===== src/rtl/pc_fetch_pkg.sv =====
// Shared types and constants for the fetch sequencer: FSM state encoding,
// exception vector and PC increment.
package pc_fetch_pkg;

    typedef enum logic [1:0] {
        FETCH = 2'd0,
        WAIT  = 2'd1,
        ISSUE = 2'd2,
        HALT  = 2'd3
    } fetch_state_e;

    localparam logic [31:0] EXC_VECTOR = 32'h0000_0080;
    localparam logic [31:0] PC_INCR    = 32'd4;

endpackage


===== src/rtl/pc_fetch_sequencer_next_pc_sel.sv =====
// Next-PC selection: priority mux jr > jump > taken branch > sequential,
// all relative to the address of the instruction being retired.
module next_pc_sel
    import pc_fetch_pkg::*;
(
    input  logic [31:0] instr_pc,
    input  logic        br_taken,
    input  logic [15:0] br_offset,
    input  logic        jump,
    input  logic [25:0] jump_index,
    input  logic        jr,
    input  logic [31:0] jr_target,
    output logic [31:0] next_pc
);

    logic [31:0] seq_pc;
    logic [31:0] br_pc;
    logic [31:0] jump_pc;

    assign seq_pc  = instr_pc + PC_INCR;
    assign br_pc   = seq_pc + {{14{br_offset[15]}}, br_offset, 2'b00};
    assign jump_pc = {seq_pc[31:28], jump_index, 2'b00};

    always_comb begin
        if (jr)
            next_pc = jr_target;
        else if (jump)
            next_pc = jump_pc;
        else if (br_taken)
            next_pc = br_pc;
        else
            next_pc = seq_pc;
    end

endmodule


===== src/rtl/pc_fetch_sequencer.sv =====
// Multi-cycle fetch controller: owns the PC, runs the imem req/ack handshake
// with timeout/retry, and hands instructions to decode. Optional macro: PC_MISALIGN_TRAP_EN.
module pc_fetch_sequencer
    import pc_fetch_pkg::*;
#(
    parameter logic [31:0] RESET_PC     = 32'h0000_0000,
    parameter int unsigned IMEM_TIMEOUT = 15,
    parameter int unsigned MAX_RETRY    = 3
) (
    input  logic        clock,
    input  logic        reset,
    input  logic        stall,
    output logic        imem_req,
    output logic [31:0] imem_addr,
    input  logic        imem_ack,
    input  logic [31:0] imem_rdata,
    output logic        instr_valid,
    output logic [31:0] instr,
    output logic [31:0] instr_pc,
    input  logic        instr_ready,
    input  logic        br_taken,
    input  logic [15:0] br_offset,
    input  logic        jump,
    input  logic [25:0] jump_index,
    input  logic        jr,
    input  logic [31:0] jr_target,
    output logic [31:0] pc,
    output logic        fetch_fault
`ifdef PC_MISALIGN_TRAP_EN
    ,
    output logic        misalign_trap,
    output logic [31:0] bad_pc
`endif
);

    localparam logic [7:0] TIMEOUT_LAST = 8'(IMEM_TIMEOUT - 1);
    localparam logic [7:0] RETRY_LAST   = 8'(MAX_RETRY - 1);

    fetch_state_e state, state_nxt;
    logic [7:0]   timeout_cnt;
    logic [7:0]   retry_cnt;
    logic         handshake;
    logic         timed_out;
    logic [31:0]  sel_pc;
    logic [31:0]  load_pc;

    assign handshake = (state == ISSUE) && instr_ready;
    assign timed_out = (state == WAIT) && !imem_ack && (timeout_cnt == TIMEOUT_LAST);
    assign imem_addr = pc;

    next_pc_sel u_next_pc_sel (
        .instr_pc   (instr_pc),
        .br_taken   (br_taken),
        .br_offset  (br_offset),
        .jump       (jump),
        .jump_index (jump_index),
        .jr         (jr),
        .jr_target  (jr_target),
        .next_pc    (sel_pc)
    );

`ifdef PC_MISALIGN_TRAP_EN
    logic misaligned;

    assign misaligned    = (sel_pc[1:0] != 2'b00);
    assign load_pc       = misaligned ? EXC_VECTOR : sel_pc;
    assign misalign_trap = handshake && misaligned;

    always_ff @(posedge clock or posedge reset) begin
        if (reset)
            bad_pc <= '0;
        else if (misalign_trap)
            bad_pc <= sel_pc;
    end
`else
    assign load_pc = {sel_pc[31:2], 2'b00};
`endif

    always_ff @(posedge clock or posedge reset) begin
        if (reset)
            state <= FETCH;
        else
            state <= state_nxt;
    end

    // Outputs decode straight from state, so an async reset mid-WAIT drops imem_req at once.
    always_comb begin
        // NOTE: every output gets a default before the case, otherwise a latch is inferred.
        state_nxt   = state;
        imem_req    = 1'b0;
        instr_valid = 1'b0;
        fetch_fault = 1'b0;
        case (state)
            FETCH: begin
                if (!stall)
                    state_nxt = WAIT;
            end
            WAIT: begin
                imem_req = 1'b1;
                if (imem_ack)
                    state_nxt = ISSUE;
                else if (timed_out)
                    state_nxt = (retry_cnt == RETRY_LAST) ? HALT : FETCH;
            end
            ISSUE: begin
                instr_valid = 1'b1;
                if (instr_ready)
                    state_nxt = FETCH;
            end
            HALT: begin
                fetch_fault = 1'b1;
            end
            default: state_nxt = FETCH;
        endcase
    end

    // NOTE: sequential state uses non-blocking assignments so all registers update together.
    always_ff @(posedge clock or posedge reset) begin
        if (reset) begin
            pc          <= RESET_PC;
            instr       <= '0;
            instr_pc    <= '0;
            timeout_cnt <= '0;
            retry_cnt   <= '0;
        end else begin
            if (state == WAIT) begin
                if (imem_ack) begin
                    instr       <= imem_rdata;
                    instr_pc    <= pc;
                    timeout_cnt <= '0;
                    retry_cnt   <= '0;
                end else if (timed_out) begin
                    timeout_cnt <= '0;
                    retry_cnt   <= retry_cnt + 8'd1;
                end else begin
                    timeout_cnt <= timeout_cnt + 8'd1;
                end
            end
            if (handshake)
                pc <= load_pc;
        end
    end

endmodule


===== config.mk =====
export PLATFORM = sky130hd
export DESIGN_NAME = pc_fetch_sequencer
export DESIGN_NICKNAME = d
export VERILOG_FILES = /design/src/rtl/pc_fetch_pkg.sv /design/src/rtl/pc_fetch_sequencer_next_pc_sel.sv /design/src/rtl/pc_fetch_sequencer.sv
export SDC_FILE = /design/constraint.sdc
export NUM_CORES = 1
export LEC_CHECK = 0
export CAP_MARGIN = 20
export CORE_MARGIN = 2
export CORE_UTILIZATION = 26
export CTS_BUF_LIST = sky130_fd_sc_hd__clkbuf_4
export CTS_CLUSTER_SIZE = 14
export DETAILED_ROUTE_END_ITERATION = 7
export PLACE_DENSITY = 0.49
export SYNTH_ARGS = -nofsm -noshare
export SYNTH_HDL_FRONTEND = slang
export SYNTH_SLANG_ARGS = --single-unit

===== constraint.sdc =====
create_clock -name clock -period 8.7 [get_ports clock]
set_clock_uncertainty 0.05 [all_clocks]
set_input_delay 1.305 -clock clock [delete_from_list [all_inputs] [get_ports clock]]
set_output_delay 1.305 -clock clock [all_outputs]
set_load 0.02 [all_outputs]

==> run metrics, run 1 <==
Worst VDD drop 170 µV; ANT nets after route 0; nets 1161; Vert. Die Dim 176 µm; top cells by area, synth dfrtp_1, mux2_2, ha_1, a21oi_1, buf_4; Max Clock Freq 0.230 GHz; layout cells sized above 1 10.0%; Slew Limit Fails 0; gr usage total 16.7%; CP Class flip-flop to flip-flop; share of the synthesized area in the top cell type 35.9%; row cnt 62; Gate Count Post-Synth 811; final hold vios 0; largest net degree at the start of global routing 68; detailed-route DRC error count 0; Post-synth ARST share 100%; postcts setup bufs 0; 1st-iter DRT viols 425; setup TNS 0 ns; CTS tree built; Hold-fix buffers, CTS 0; most common cell after layout, fill and taps aside clkdlybuf4s50_1; top_reg_cell synth dfrtp_1; Synth area leader dfrtp_1; pre-CTS WS 4.09 ns; Hold Path Depth 1; Resize count post-CTS 0; Hold Path End retry_cnt[7]; crit path max fanout 7; Clk Latency, worst-skew pair 0.51 ns; CTS Sinks 110; average size of a mapped cell 9.45 µm²; PwrDens 334 nW/µm²; post-DR wirelength/cell 18.8 µm; Synth cell types 71; initial antenna violation count 3; vias 6755; root buffer cell clkbuf_4; unrepaired setup endpoints after global routing false; worst path required time 9.06 ns; post-route clock period utilization 50.0%; DRT Pass-1 Iters 5; status completed; fin crit period 4.35 ns; worst r2r src instr_pc[4]; Filler cells 2953; Hold Path Class flip-flop to flip-flop; port bufs 236; final worst setup slack 4.35 ns; # setup viols final 0; Die X-Extent 176 µm; R2R cell count 15; Synth-to-Final Area Change 34.2%; Die ar. 30900 µm²; number of global-route vias before repair 6621; startpoint types flip-flop; CTS clk-pin slew, worst paths 0.20 ns; placed wire-length estimate 20.0 mm; core area 28900 µm²; Initial Utilization 26.6%; r2r endpoint imem_addr[31]; I/O pin total 245; Post-synth EDFFs 0; total grt overflow 0; Seq cells post-synth 110; clock tree buffer depth 2; worst min-delay path startpoint retry_cnt[7]; Worst Setup End Kind flip-flop; Seq/Total Area, Yosys 35.9%; WP data arrival 4.71 ns; Slew HR 33.3%; Synth Warn # 0; most frequent cells in the layout clkdlybuf4s50_1, dfrtp_1, mux2_2, a21oi_1, nand2_1; gpl congestion 0.828; first-pass GRT wire length 39.6 mm; LEAKAGE 4.31 nW; maxcap violations 0; Via density 4.85; CTS H-Tree Depth 3; mapped cell area 7670 µm²; slew of the pin with the lowest slew margin 1.00 ns; total CTS buffers 9; Worst R2R Setup Slack 4.35 ns; DRT Wirelength 26.2 mm
-- kinds of logic after synthesis --
group	share of synthesized area, %
xor gates and xnor gates	6.28
other	0.0489
adders and majority gates	7.77
AOI/OAI and AO/OA	17.1
buffers and inverters	7.18
and+or+nand+nor	15.0
DFF	35.9
muxes	10.7
-- sequential cells by signal (all words and copies together) (netlist names) --
name and count:
retry_cnt 8, state 2, instr_pc 30, imem_addr 30
instr 32, timeout_cnt 8
-- power breakdown --
group	internal, mW	switching (mW)	leakage (nW)
combinational	1.04	1.13	2.86
clock	0.0944	0.201	0.0845
sequential	0.726	0.246	1.36
total	1.86	1.58	4.31
-- critical path, stage by stage (launching register included) --
cell,delay [ns]
dfrtp_1,0.51
and4_1,0.27
nand4_1,0.21
nor2_1,0.43
nand3_1,0.15
xnor2_1,0.31
ha_1,0.35
a21oi_1,0.27
o21ai_0,0.16
nor4bb_1,0.28
a21oi_1,0.12
o21ai_0,0.49
a21oi_1,0.14
o211ai_1,0.31
nor2_1,0.08
nand3b_1,0.16
-- cells in the mapped netlist (8+ instances only) --
cell type,count
nor2_1,50
ha_1,46
nand3_1,31
nand2_1,60
inv_1,20
nor3_1,8
nand4_1,14
dfrtp_1,110
xnor2_1,31
a211oi_1,10
mux2_2,64
o211ai_1,10
clkbuf_1,19
a21oi_1,60
o21bai_1,9
buf_4,39
mux2i_1,10
xor2_1,24
a221oi_1,9
o21ai_0,51
and3_1,20
a21o_1,17
-- area by class of cell --
type                            instances  area [µm²]  area share (%)
Sequential cell                       110        2750            26.8
Antenna cell                            3        7.51          0.0730
Clock buffer                            9        67.6           0.657
Timing Repair Buffer                  243        2410            23.5
Multi-Input combinational cell        614        4390            42.7
Inverter                               22        85.1           0.827
Clock inverter                          7        87.6           0.851
Tap cell                              384         480            4.67
-- worst max path at each step --
stage / cells past startpoint / end / startpoint
3_5_place_dp: 12 / imem_addr[31] / br_offset[15]
2_1_floorplan: 1 / imem_addr[10] / reset
6_report: 15 / imem_addr[31] / instr_pc[4]
4_1_cts: 15 / imem_addr[31] / instr_pc[4]
5_1_grt: 15 / imem_addr[31] / instr_pc[2]
3_3_place_gp: 12 / imem_addr[31] / br_offset[15]
-- per-layer routing --
metal	GRT usage (%)	part of all wire (%)	wire, µm
met1	23.2	47	12400
met2	26.5	46	12100
met3	3.23	4.6	1200
met4	4.06	1.8	473
met5	0	0	0
-- per-stage QoR --
| step | instances | util [%] | hold slack, ns | total power, mW | cell area [µm²] |
|---|---|---|---|---|---|
| final | 1392 | 35.6 | 0.459 | 3.44 | 10300 |
| after global routing | 1391 | 35.6 | 0.474 | 3.69 | 10300 |
| after CTS | 1389 | 35.6 | 0.458 | 3.47 | 10300 |
| after detailed placement | 1373 | 35.1 | 0.437 | 3.16 | 10100 |
| after global placement | 1373 | 35.1 | 0.425 | 3.15 | 10100 |
| after floorplan | 816 | - | 0.394 | 2.32 | 7690 |
Power figures use the tool's default switching activity.
==> inputs of run 2 (changes only) <==
--- a/config.mk
+++ b/config.mk
@@ -11,7 +11,7 @@
 export CTS_BUF_LIST = sky130_fd_sc_hd__clkbuf_4
 export CTS_CLUSTER_SIZE = 14
 export DETAILED_ROUTE_END_ITERATION = 7
-export PLACE_DENSITY = 0.49
+export PLACE_DENSITY = 0.51
 export SYNTH_ARGS = -nofsm -noshare
 export SYNTH_HDL_FRONTEND = slang
 export SYNTH_SLANG_ARGS = --single-unit
==> constraint.sdc (replaced) <==
create_clock -name clock -period 3.9 [get_ports clock]
set_clock_uncertainty 0.05 [all_clocks]
set_input_delay 0.585 -clock clock [delete_from_list [all_inputs] [get_ports clock]]
set_output_delay 0.585 -clock clock [all_outputs]
set_load 0.02 [all_outputs]
==> run 2 against run 1 <==
Wire length rose by 0.70%. Clock power grew 82%. Sequential power is 120% higher. Maximum frequency increased by 17%. Critical path type unchanged. Combinational power rose by 140%. Worst setup slack worse by 4.2 ns. Largest cell class unchanged.
==> run metrics, run 2 (same netlist as run 1, synthesis figures left out) <==
status completed; Worst VDD drop 361 µV (+110%); r2r endpoint imem_addr[26]; CTS Sinks 110 (unchanged); Die ar. 30900 µm² (unchanged); slew of the pin with the lowest slew margin 0.741 ns (-0.260 ns); maxcap violations 0 (unchanged); worst r2r src instr_pc[7]; CTS H-Tree Depth 3 (unchanged); most frequent cells in the layout clkdlybuf4s50_1, dfrtp_1, mux2_2, a21oi_1, nand2_1; Buf/Inv on CP 3 (+3); Clk Latency, worst-skew pair 0.47 ns (-0.04 ns); LEAKAGE 4.58 nW (+6.2%); gr usage total 16.8% (+0.10 points); Via density 4.80 (-1.1%); ANT nets after route 0 (unchanged); initial antenna violation count 4 (+1); Slew HR 50.4% (+17 points); crit path max fanout 4 (-3); fin crit period 3.74 ns (-0.618 ns); # setup viols final 0 (unchanged); Worst Setup End Kind flip-flop; vias 6935 (+2.7%); Max Clock Freq 0.268 GHz (+17%); CTS tree built; first-pass GRT wire length 39.9 mm (+0.77%); Final Power 7.85 mW (+130%); CP max-delay cell dfrtp_1; CTS clk-pin slew, worst paths 0.18 ns (-0.02 ns); placed wire-length estimate 20.8 mm (+4.1%); I/O pin total 245 (unchanged); PwrDens 732 nW/µm² (+120%); most frequent CP cell buf_4; startpoint types flip-flop; CP Class flip-flop to flip-flop; Worst R2R Setup Slack 0.16 ns (-4.18 ns); post-DR wirelength/cell 18.3 µm (-3.0%); Slew Limit Fails 0 (unchanged); Filler cells 2971 (+0.61%); worst path required time 4.24 ns (-4.82 ns); Crit path max-delay family compound AO/OA/AOI/OAI gates; Die X-Extent 176 µm (unchanged); pre-CTS WS -0.00234 ns (-4.09 ns); post-route clock period utilization 95.8% (+46 points); total grt overflow 0 (unchanged); DRT Wirelength 26.4 mm (+0.70%); Reg with most FFs instr; DRT Pass-1 Iters 5 (unchanged); setup TNS 0 ns (unchanged); total CTS buffers 9 (unchanged); WP depth 17 (+2); Vert. Die Dim 176 µm (unchanged); detailed-route DRC error count 0 (unchanged); final hold vios 0 (unchanged); most common cell after layout, fill and taps aside clkdlybuf4s50_1; gpl congestion 0.859 (+3.8%); Hold Path Class input pin to async pin; row cnt 62 (unchanged); Synth-to-Final Area Change 39.9%; nets 1213 (+4.5%); 1st-iter DRT viols 404 (-4.9%); largest net degree at the start of global routing 48 (-29%); worst path cell trace and4_1, nand4_1, buf_4, nor2_4, buf_4, nand2_1, xnor2_1, ha_1, buf_4, a21o_1, a21o_1, a21oi_1, nand3_1, o21ai_1, o21ai_0, xor2_1, a41o_1; final worst setup slack 0.164 ns (-4.18 ns); Crit path largest cell delay 0.39 ns (-0.12 ns); Initial Utilization 26.6% (unchanged); max FFs per register 32 (unchanged); clock tree buffer depth 2 (unchanged); R2R cell count 17 (+2); layout cells sized above 1 15.5% (+5.5 points); core area 28900 µm² (unchanged); number of global-route vias before repair 6806 (+2.8%); port bufs 236 (unchanged); root buffer cell clkbuf_4; WP data arrival 4.07 ns (-0.64 ns)
## run 2: cell count changes in the layout (fill, tap and decap cells not counted), moves of 2 or more
cell	before	now
inv_8	2	0
clkinv_1	2	4
dfrtp_1	110	108
xnor2_1	31	27
xnor2_2	0	4
dfrtp_2	0	2
buf_4	7	58
xor2_2	0	3
xor2_1	24	21
## run 2: power breakdown
group          leakage [nW]  switching (mW)  internal (mW)
Sequential             1.36           0.487           1.62
Combinational          3.16            2.69           2.51
Clock                0.0616           0.407          0.133
Total                  4.58            3.58           4.27
## run 2: what timing repair did
| action | 4_1_cts | 5_1_grt |
|---|---|---|
| hold buffers | 0 | 0 |
| buffers inserted | 0 | 1 |
| gates cloned | 0 | 0 |
| gates resized for setup | 1 | 15 |
| endpoints found under the setup margin | 1 | 11 |
| pin swaps | 0 | 2 |
## run 2: per-stage QoR
stage	instances	utilization (%)	hold WS (ns)	area, µm²
finish	1445	37.2	0.436	10700
global route	1444	37.2	0.412	10700
CTS	1440	36.9	0.398	10600
detailed placement	1424	36.5	0.427	10500
global placement	1424	36.5	0.424	10500
floorplan	816	-	0.394	7690
## run 2: worst max-delay path by stage
stage | startpoint | to
after global placement | br_offset[0] | imem_addr[16]
after CTS | instr_pc[2] | imem_addr[30]
after global routing | instr_pc[7] | imem_addr[26]
after floorplan | reset | imem_addr[10]
final | instr_pc[7] | imem_addr[26]
after detailed placement | instr_pc[7] | imem_addr[31]
## run 2: routing by layer
metal / vias to the layer above / global-route usage [%] / share of wire, %
li1: 3392 / - / -
met1: 3363 / 23.5 / 47
met2: 166 / 26.9 / 47
met3: 14 / 2.60 / 4.4
met4: 0 / 4.30 / 1.2
met5: - / 0 / 0
## run 2: final cells by class
type / instances / area (µm²) / share of cell area (%)
clock buffers: 9 / 67.6 / 0.630
multi-input cells: 614 / 4460 / 41.6
flip-flops and latches: 110 / 2760 / 25.7
repair buffers: 295 / 2820 / 26.3
well taps: 384 / 480 / 4.48
inverters: 22 / 85.1 / 0.793
clock inverters: 7 / 50.0 / 0.466
diodes: 4 / 10.0 / 0.0933
==> inputs of run 3 (changes only) <==
--- a/config.mk
+++ b/config.mk
@@ -11,7 +11,6 @@
 export CTS_BUF_LIST = sky130_fd_sc_hd__clkbuf_4
 export CTS_CLUSTER_SIZE = 14
 export DETAILED_ROUTE_END_ITERATION = 7
-export PLACE_DENSITY = 0.51
 export SYNTH_ARGS = -nofsm -noshare
 export SYNTH_HDL_FRONTEND = slang
 export SYNTH_SLANG_ARGS = --single-unit
==> run 3 against run 2 <==
Non-clock buffer count down 14. Utilization fell by 0.26 points. Worst setup slack better by 0.079 ns. Maximum frequency grew 2.2%.
==> run metrics, run 3 (same netlist as run 1, synthesis figures left out) <==
LEAKAGE 4.54 nW (-0.96%); post-DR wirelength/cell 18.0 µm (-1.4%); total grt overflow 0 (unchanged); CTS tree built; Filler cells 2917 (-1.8%); largest net degree at the start of global routing 55 (+15%); 1st-iter DRT viols 355 (-12%); port bufs 236 (unchanged); placed wire-length estimate 20.1 mm (-3.3%); fin crit period 3.66 ns (-0.0792 ns); maxcap violations 0 (unchanged); Post-DP Area 10400 µm² (-1.4%); root buffer cell clkbuf_4; clock tree buffer depth 2 (unchanged); CP Class flip-flop to flip-flop; layout cells sized above 1 14.9% (-0.64 points); Initial Utilization 26.6% (unchanged); slew of the pin with the lowest slew margin 0.837 ns (+0.0966 ns); Via density 4.87 (+1.5%); crit path max fanout 9 (+5); Vert. Die Dim 176 µm (unchanged); status completed; ANT nets after route 0 (unchanged); Synth-to-Final Area Change 39.0%; nets 1199 (-1.2%); most common cell after layout, fill and taps aside clkdlybuf4s50_1; Worst VDD drop 550 µV (+52%); Die ar. 30900 µm² (unchanged); Slew HR 44.0% (-6.5 points); CTS Sinks 110 (unchanged); Die X-Extent 176 µm (unchanged); I/O pin total 245 (unchanged); FF+latch area 2760 µm² (unchanged); max FFs per register 32 (unchanged); detailed-route DRC error count 0 (unchanged); Core Util, Final 36.9% (-0.26 points); CTS H-Tree Depth 3 (unchanged); worst path required time 4.22 ns (-0.02 ns); vias 6954 (+0.27%); final hold vios 0 (unchanged); Hold Path Class flip-flop to flip-flop; startpoint types flip-flop; WP data arrival 3.97 ns (-0.10 ns); DRT Pass-1 Iters 7 (+2); number of global-route vias before repair 6722 (-1.2%); Worst Setup End Kind flip-flop; post-route cell area 10700 µm² (-0.70%); post-route clock period utilization 93.8% (-2.0 points); DRT Wirelength 25.7 mm (-2.5%); Clk Latency, worst-skew pair 0.48 ns (about the same); total CTS buffers 9 (unchanged); first-pass GRT wire length 39.0 mm (-2.1%); most frequent cells in the layout clkdlybuf4s50_1, dfrtp_1, mux2_2, nand2_1, a21oi_1; Slew Limit Fails 0 (unchanged); Max Clock Freq 0.273 GHz (+2.2%); CTS clk-pin slew, worst paths 0.18 ns (about the same); # setup viols final 0 (unchanged); initial antenna violation count 3 (-1); footprint of the multi-input gates 4490 µm² (+0.67%); gpl congestion 0.903 (+5.1%); core area 28900 µm² (unchanged); gr usage total 16.3% (-0.47 points); PwrDens 736 nW/µm² (+0.61%); Reg with most FFs instr; row cnt 62 (unchanged)
## run 3: changes by cell type in the layout (fill, tap and decap cells not counted), moves of 2 or more
| cell | previous run | this run |
|---|---|---|
| buf_4 | 58 | 45 |
| xnor2_1 | 27 | 25 |
| diode_2 | 4 | 2 |
| xnor2_2 | 4 | 6 |
## run 3: cell type report
| type | instances | share of cell area [%] |
|---|---|---|
| multi-input cells | 614 | 42.2 |
| flip-flops and latches | 110 | 25.9 |
| repair buffers | 281 | 25.3 |
| well taps | 384 | 4.51 |
| inverters | 22 | 0.799 |
| clock buffers | 10 | 0.705 |
| clock inverters | 5 | 0.564 |
| diodes | 2 | 0.0470 |
## run 3: through the flow
| stage | setup WS (ns) | std cells | setup TNS, ns | power [mW] | hold WS (ns) |
|---|---|---|---|---|---|
| 2_1_floorplan | 0.363 | 816 | 0 | 5.19 | 0.394 |
| 5_1_grt | -0.0219 | 1427 | -0.0349 | 8.39 | 0.469 |
| 3_5_place_dp | 0.0104 | 1406 | 0 | 7.15 | 0.420 |
| 4_1_cts | 0.0794 | 1421 | 0 | 7.80 | 0.445 |
| 3_3_place_gp | 0.0357 | 1406 | 0 | 7.12 | 0.423 |
| 6_report | 0.243 | 1428 | 0 | 7.84 | 0.449 |
## run 3: worst paths after layout
check                             start            end  slack (ns)  cells after the start
max                         instr_pc[6]  imem_addr[28]        0.24                     14
min                        retry_cnt[7]   retry_cnt[7]        0.45                      1
max reg2reg                 instr_pc[6]  imem_addr[28]        0.24                     14
min reg2reg                retry_cnt[7]   retry_cnt[7]        0.45                      1
max in group asynchronous         reset    instr_pc[2]        2.48                      3
min in group asynchronous         reset      instr[17]        0.48                      2
## run 3: what timing repair did
action | CTS | global route
setup endpoints to repair | 2 | 10
gates resized for setup | 2 | 20
setup buffers | 0 | 5
hold buffers | 0 | 0
hold endpoints to repair | 0 | 0
pin swaps | 0 | 8
## run 3: where the power goes
group	leakage, nW	internal (mW)	total [mW]	switching, mW
sequential	1.36	1.62	2.13	0.507
clock	0.0745	0.203	0.605	0.402
combinational	3.10	2.47	5.11	2.64
total	4.54	4.30	7.84	3.55
## run 3: worst max-delay path, cell delays in order, from the launching register on
cell and delay (ns):
dfrtp_1 0.39, and4_1 0.24, nand4_1 0.18, nor2_1 0.14
buf_4 0.17, nand2_1 0.07, xnor2_1 0.15, ha_2 0.43
nand4_1 0.10, or3_1 0.41, and2_4 0.19, o31ai_4 0.36
a21oi_1 0.12, a311oi_1 0.40, o21ai_0 0.15
## run 3: metal layers
| layer | GRT usage [%] | part of all wire [%] | vias up |
|---|---|---|---|
| li1 | - | - | 3371 |
| met1 | 22.1 | 45 | 3331 |
| met5 | 0 | 0.043 | - |
| met4 | 5.06 | 2.0 | 2 |
| met3 | 2.92 | 6.1 | 28 |
| met2 | 26.3 | 47 | 222 |
